--- config.mk ---
export PLATFORM = sky130hd
export DESIGN_NAME = bram_req_adapter
export DESIGN_NICKNAME = d
export VERILOG_FILES = /design/src/rtl/bram_req_adapter.sv
export SDC_FILE = /design/constraint.sdc
export NUM_CORES = 1
export LEC_CHECK = 0
export CAP_MARGIN = 40
export CELL_PAD_IN_SITES_DETAIL_PLACEMENT = 1
export CELL_PAD_IN_SITES_GLOBAL_PLACEMENT = 1
export CORE_ASPECT_RATIO = 0.9
export CORE_MARGIN = 8
export CORE_UTILIZATION = 42
export CTS_CLUSTER_DIAMETER = 60
export DETAILED_ROUTE_END_ITERATION = 8
export PLACE_DENSITY = 0.85
export SETUP_SLACK_MARGIN = 0.5
export SYNTH_ARGS = -nofsm -noshare
export SYNTH_HDL_FRONTEND = slang
export SYNTH_SLANG_ARGS = --single-unit
--- constraint.sdc ---
create_clock -name CLK -period 3.5 [get_ports CLK]
set_clock_uncertainty 0.05 [all_clocks]
set_input_delay 0.7 -clock CLK [delete_from_list [all_inputs] [get_ports CLK]]
set_output_delay 0.7 -clock CLK [all_outputs]
set_load 0.02 [all_outputs]
--- src/rtl/bram_req_adapter.sv ---
`timescale 1ns/1ps
// ---------------------------------------------------------------------------------------------
// bram_req_adapter
//
// Request-side front end for one port of the byte-enabled dual-port BRAM. Load/store requests
// from the memory stage arrive over a valid/ready handshake and are driven straight onto the
// BRAM port. Loads are tagged through an L-deep shift register (L = 1 + PIPELINED) so BRAM DO
// is captured only in the cycle it is valid. The captured data goes into a small response FIFO.
// A credit counter (queued responses + loads in flight) stops new requests from being accepted
// while every FIFO slot is already spoken for, so a response is never dropped.
//
// Optional build macro:
//   BRAM_REQ_ADAPTER_BYPASS_EN - when the FIFO is empty, load data is presented on the response
//                                port in the cycle it leaves the BRAM (latency L, not L+1).
//
// Ports:
//   CLK, RST          clock shared with the BRAM port; synchronous active-high reset
//   req_valid/ready   request handshake
//   req_addr          word address
//   req_wstrb         byte enables; all-zero means load, anything else means store
//   req_wdata         store data
//   resp_valid/ready  load response handshake
//   resp_rdata        load data, held while stalled
//   bram_en/we/addr/di  BRAM port controls and write data
//   bram_do           BRAM read data
//   busy              loads in flight or responses still queued
// ---------------------------------------------------------------------------------------------
module bram_req_adapter #(
    parameter int unsigned ADDR_WIDTH = 16,
    parameter int unsigned DATA_WIDTH = 32,
    parameter int unsigned WE_WIDTH   = 4,
    parameter int unsigned PIPELINED  = 0,
    parameter int unsigned RESP_DEPTH = 4
) (
    input  logic                  CLK,
    input  logic                  RST,
    input  logic                  req_valid,
    output logic                  req_ready,
    input  logic [ADDR_WIDTH-1:0] req_addr,
    input  logic [WE_WIDTH-1:0]   req_wstrb,
    input  logic [DATA_WIDTH-1:0] req_wdata,
    output logic                  resp_valid,
    input  logic                  resp_ready,
    output logic [DATA_WIDTH-1:0] resp_rdata,
    output logic                  bram_en,
    output logic [WE_WIDTH-1:0]   bram_we,
    output logic [ADDR_WIDTH-1:0] bram_addr,
    output logic [DATA_WIDTH-1:0] bram_di,
    input  logic [DATA_WIDTH-1:0] bram_do,
    output logic                  busy
);

    localparam int unsigned Lat  = 1 + PIPELINED;
    localparam int unsigned PtrW = (RESP_DEPTH > 1) ? $clog2(RESP_DEPTH) : 1;
    localparam int unsigned CntW = $clog2(RESP_DEPTH + 1);
    localparam logic [CntW-1:0] DepthCnt = CntW'(RESP_DEPTH);

    logic                  fire;
    logic                  load_fire;
    logic                  tag_end;
    logic                  bypass;
    logic                  push;
    logic                  pop;
    logic                  resp_fire;
    logic                  fifo_empty;
    logic [Lat-1:0]        tag_q;
    logic [Lat-1:0]        tag_d;
    logic [CntW-1:0]       cnt_q;
    logic [CntW-1:0]       cnt_d;
    logic [CntW-1:0]       fifo_cnt_q;
    logic [CntW-1:0]       fifo_cnt_d;
    logic [PtrW-1:0]       wr_ptr_q;
    logic [PtrW-1:0]       rd_ptr_q;
    logic [DATA_WIDTH-1:0] mem_q [RESP_DEPTH];

    // Request side. Stores also wait for a credit so req_ready never depends on req_wstrb.
    always_comb begin
        req_ready = !RST && (cnt_q < DepthCnt);
        fire      = req_valid && req_ready;
        load_fire = fire && (req_wstrb == '0);
        bram_en   = fire;
        bram_we   = fire ? req_wstrb : '0;
        bram_addr = req_addr;
        bram_di   = req_wdata;
    end

    // Load tag pipeline: the last stage is high exactly when BRAM DO holds that load's data.
    if (Lat == 1) begin : g_tag_lat1
        assign tag_d = load_fire;
    end else begin : g_tag_latn
        assign tag_d = {tag_q[Lat-2:0], load_fire};
    end

    assign tag_end    = tag_q[Lat-1];
    assign fifo_empty = (fifo_cnt_q == '0);

`ifdef BRAM_REQ_ADAPTER_BYPASS_EN
    // Empty FIFO: forward BRAM DO directly; it is enqueued only if the consumer stalls.
    assign bypass     = fifo_empty && tag_end;
    assign resp_rdata = fifo_empty ? bram_do : mem_q[rd_ptr_q];
`else
    assign bypass     = 1'b0;
    assign resp_rdata = mem_q[rd_ptr_q];
`endif

    always_comb begin
        resp_valid = !RST && (!fifo_empty || bypass);
        resp_fire  = resp_valid && resp_ready;
        push       = tag_end && !(bypass && resp_ready);
        // A bypassed response leaves without touching the FIFO.
        pop        = resp_fire && !fifo_empty;
        // A credit is taken at load acceptance and returned when the response is consumed.
        cnt_d      = cnt_q + CntW'(load_fire) - CntW'(resp_fire);
        fifo_cnt_d = fifo_cnt_q + CntW'(push) - CntW'(pop);
        busy       = (cnt_q != '0);
    end

    always_ff @(posedge CLK) begin
        if (RST) begin
            tag_q      <= '0;
            cnt_q      <= '0;
            fifo_cnt_q <= '0;
            wr_ptr_q   <= '0;
            rd_ptr_q   <= '0;
        end else begin
            tag_q      <= tag_d;
            cnt_q      <= cnt_d;
            fifo_cnt_q <= fifo_cnt_d;
            if (push) begin
                wr_ptr_q <= wr_ptr_q + PtrW'(1);
            end
            if (pop) begin
                rd_ptr_q <= rd_ptr_q + PtrW'(1);
            end
        end
    end

    // Storage needs no reset; validity is tracked by fifo_cnt_q.
    always_ff @(posedge CLK) begin
        if (!RST && push) begin
            mem_q[wr_ptr_q] <= bram_do;
        end
    end

endmodule

==> metrics.md <==
| Metric | Value |
|---|---|
| Outcome | `completed` |
| CTS root buf | `clkbuf_16` |
| CP max FO | `19` |
| DP Wirelength | `7420 microns` |
| Hold buffers post-CTS | `0` |
| Cts bufs inserted | `17` |
| Row cnt | `40` |
| Placed cell count | `487` |
| Peak Freq | `339 MHz` |
| FF-to-FF Start | `fifo_cnt_q[1]` |
| CTS tree | `built` |
| 1st-iter DRT viols | `128` |
| Most frequent cells in the layout | `edfxtp_1, clkdlybuf4s50_1, mux4_2, clkbuf_16` |
| PortBufs | `79` |
| CTS Buffer Depth | `2` |
| Non-filler cells, final | `518` |
| Async set-reset flop share out of synthesis | `0` |
| Power Density | `614 nW/um^2` |
| Crit path launch type | `flip-flop` |
| TNS Setup | `0 ns` |
| # fillers | `1192` |
| R2R Setup Slk | `1.26 ns` |
| Hold wc startpoint | `wr_ptr_q[1]` |
| Htree depth | `4` |
| Final wirelength | `11200 microns` |
| Netlist cell types | `26` |
| Crit path arrival time | `2.20 ns` |
| Core box area | `13400 sq um` |
| Post-synth EDFFs | `128` |
| Largest net degree at the start of global routing | `23` |
| GRT Resource Usage Total | `0.133` |
| Hold worst-path end | `wr_ptr_q[1]` |
| Skew-Pair Late Insertion Delay | `0.41 ns` |
| Cells after Synth | `289` |
| Drt drc | `0` |
| Cell depth of the worst hold path | `2` |
| CTS clk-pin slew, worst paths | `0.06 ns` |
| Synth warn | `0` |
| DR WL/cell | `21.6 microns` |
| Final core occ | `0.525` |
| Post-DR vias/cell | `5.08` |
| Worst hold slack | `0.525 ns` |
| Vias in the first global route | `3024` |
| First-pass GRT wire length | `17400 microns` |
| Worst Tran Pin Value | `0.468 ns` |
| Layout cells sized above 1 | `0.211` |
| Grt ovf | `0` |
| Top FF cell, synth | `edfxtp_1` |
| R2R Path End | `fifo_cnt_q[2]` |
| Antenna violations before repair | `0` |
| Syn Area/Cell | `19.9 sq um` |
| VDD IR max | `0.383 mV` |
| Max-slew violations | `0` |
| Syn nets | `387` |
| Die ar. | `17700 sq um` |
| Die width | `139 microns` |
| Slew headroom | `0.688` |
| Starting density of the core | `0.431` |
| Synthesized area | `5760 sq um` |
| Fin nets | `438` |
| Worst path required time | `2.75 ns` |
| Final setup viols | `0` |
| # diodes | `0` |
| Count of TritonRoute iterations in the first routing pass | `4` |
| Clock sinks | `141` |
| LEAKAGE | `0.00234 uW` |
| Seq/Total Area, Yosys | `0.712` |
| RSZ-0062 raised after global routing | `true` |
| Hold Fails Final Rpt | `0` |
| Most common cell after layout, fill and taps aside | `edfxtp_1` |
| RePlAce Congestion | `0.657` |
| P&R area growth vs syn | `21.7%` |
| Total power | `4310 uW` |
| Critical Path Sink Type | `primary output` |
| Final worst path period share | `0.842` |
| Crit Path Category | `reg -> out` |
| Post-DRT Antenna Nets | `0` |
| Total of max-cap violations | `0` |
| Via Count | `2629` |
| Die Ht | `127 microns` |
| # IOs | `176` |
| Hold crit path type | `reg -> reg` |
| Number of cells on the worst reg-to-reg path | `8` |
| Fin crit period | `2.95 ns` |
| Number of synthesized register bits | `141` |
## how the worst max path moves through the flow
stage | slack [ns] | from | end | cells after the start
floorplan | 0.89 | RST | fifo_cnt_q[2] | 9
global placement | 0.55 | RST | bram_we[3] | 4
detailed placement | 0.47 | RST | bram_we[3] | 4
CTS | 0.47 | flip-flop | resp_rdata[0] | 3
global route | 0.48 | flip-flop | resp_rdata[0] | 3
finish | 0.55 | flip-flop | resp_rdata[0] | 3
## metrics by stage
stage / cell area [sq um] / setup WS [ns]
floorplan: 5760 / 0.892
global placement: 6440 / 0.551
detailed placement: 6440 / 0.469
CTS: 6980 / 0.473
global route: 7010 / 0.475
finish: 7010 / 0.553
## worst max-delay path: stages, from the launching register on
cell and delay (ns):
dfxtp_2 0.35, buf_8 0.23, mux4_1 0.60, clkdlybuf4s50_1 0.58
## area by class of cell
type                    count  area (sq um)  area share
flip-flops and latches    141          4110       0.586
multi-input cells          82          1180       0.168
repair buffers             89           946       0.135
clock buffers              19           433      0.0618
well taps                 168           210      0.0300
clock inverters            10           101      0.0145
inverters                   9          33.8     0.00482
## timing repair
item,4_1_cts,5_1_grt
pin swaps,0,1
gates resized for setup,4,4
gates cloned,0,0
endpoints found under the setup margin,20,8
setup buffers,0,2
## per-layer routing
metal	routed length [microns]	share of wire	vias to the layer above	track usage
met1	4620	0.41	1332	0.141
met3	647	0.058	50	0.0462
met5	0	0	-	0
met2	5620	0.50	77	0.227
li1	-	-	1170	-
met4	297	0.027	0	0.0780
## power by group
part | total [uW] | switching (uW) | internal, uW
Combinational | 759 | 336 | 424
Sequential | 1910 | 38.8 | 1870
Clock | 1640 | 619 | 1020
Total | 4310 | 993 | 3310
## cell usage after synthesis, types with 2 or more instances
cell      number  share of area
buf_4         48          0.063
and2_1        10          0.011
mux2_2         3         0.0059
mux4_2        30           0.12
ha_1           8          0.017
dfxtp_1       13          0.045
inv_1          9         0.0059
edfxtp_1     128           0.67
fa_1           2         0.0069
nor2_1        11         0.0072
nor2b_1        6         0.0065
mux4_1         2         0.0091
buf_12         3          0.010
buf_2          4         0.0035
## kinds of logic (layout without fill, tap and decap cells)
group,count (synthesis),count (layout),share of synthesized area
AOI/OAI and AO/OA,2,2,0.00521
xor gates and xnor gates,3,3,0.00955
buffers and inverters,66,127,0.0849
DFF,141,141,0.712
muxes,36,36,0.134
adders and majority gates,10,10,0.0243
and+or+nand+nor,31,31,0.0298
## flip-flops by register name, indices dropped and copies added (netlist names), named ones only
signal / count
wr_ptr_q: 2
fifo_cnt_q: 3
rd_ptr_q: 2
cnt_q: 3
mem_q: 128
push: 1
Note: power is estimated with default switching activity, not from simulation.
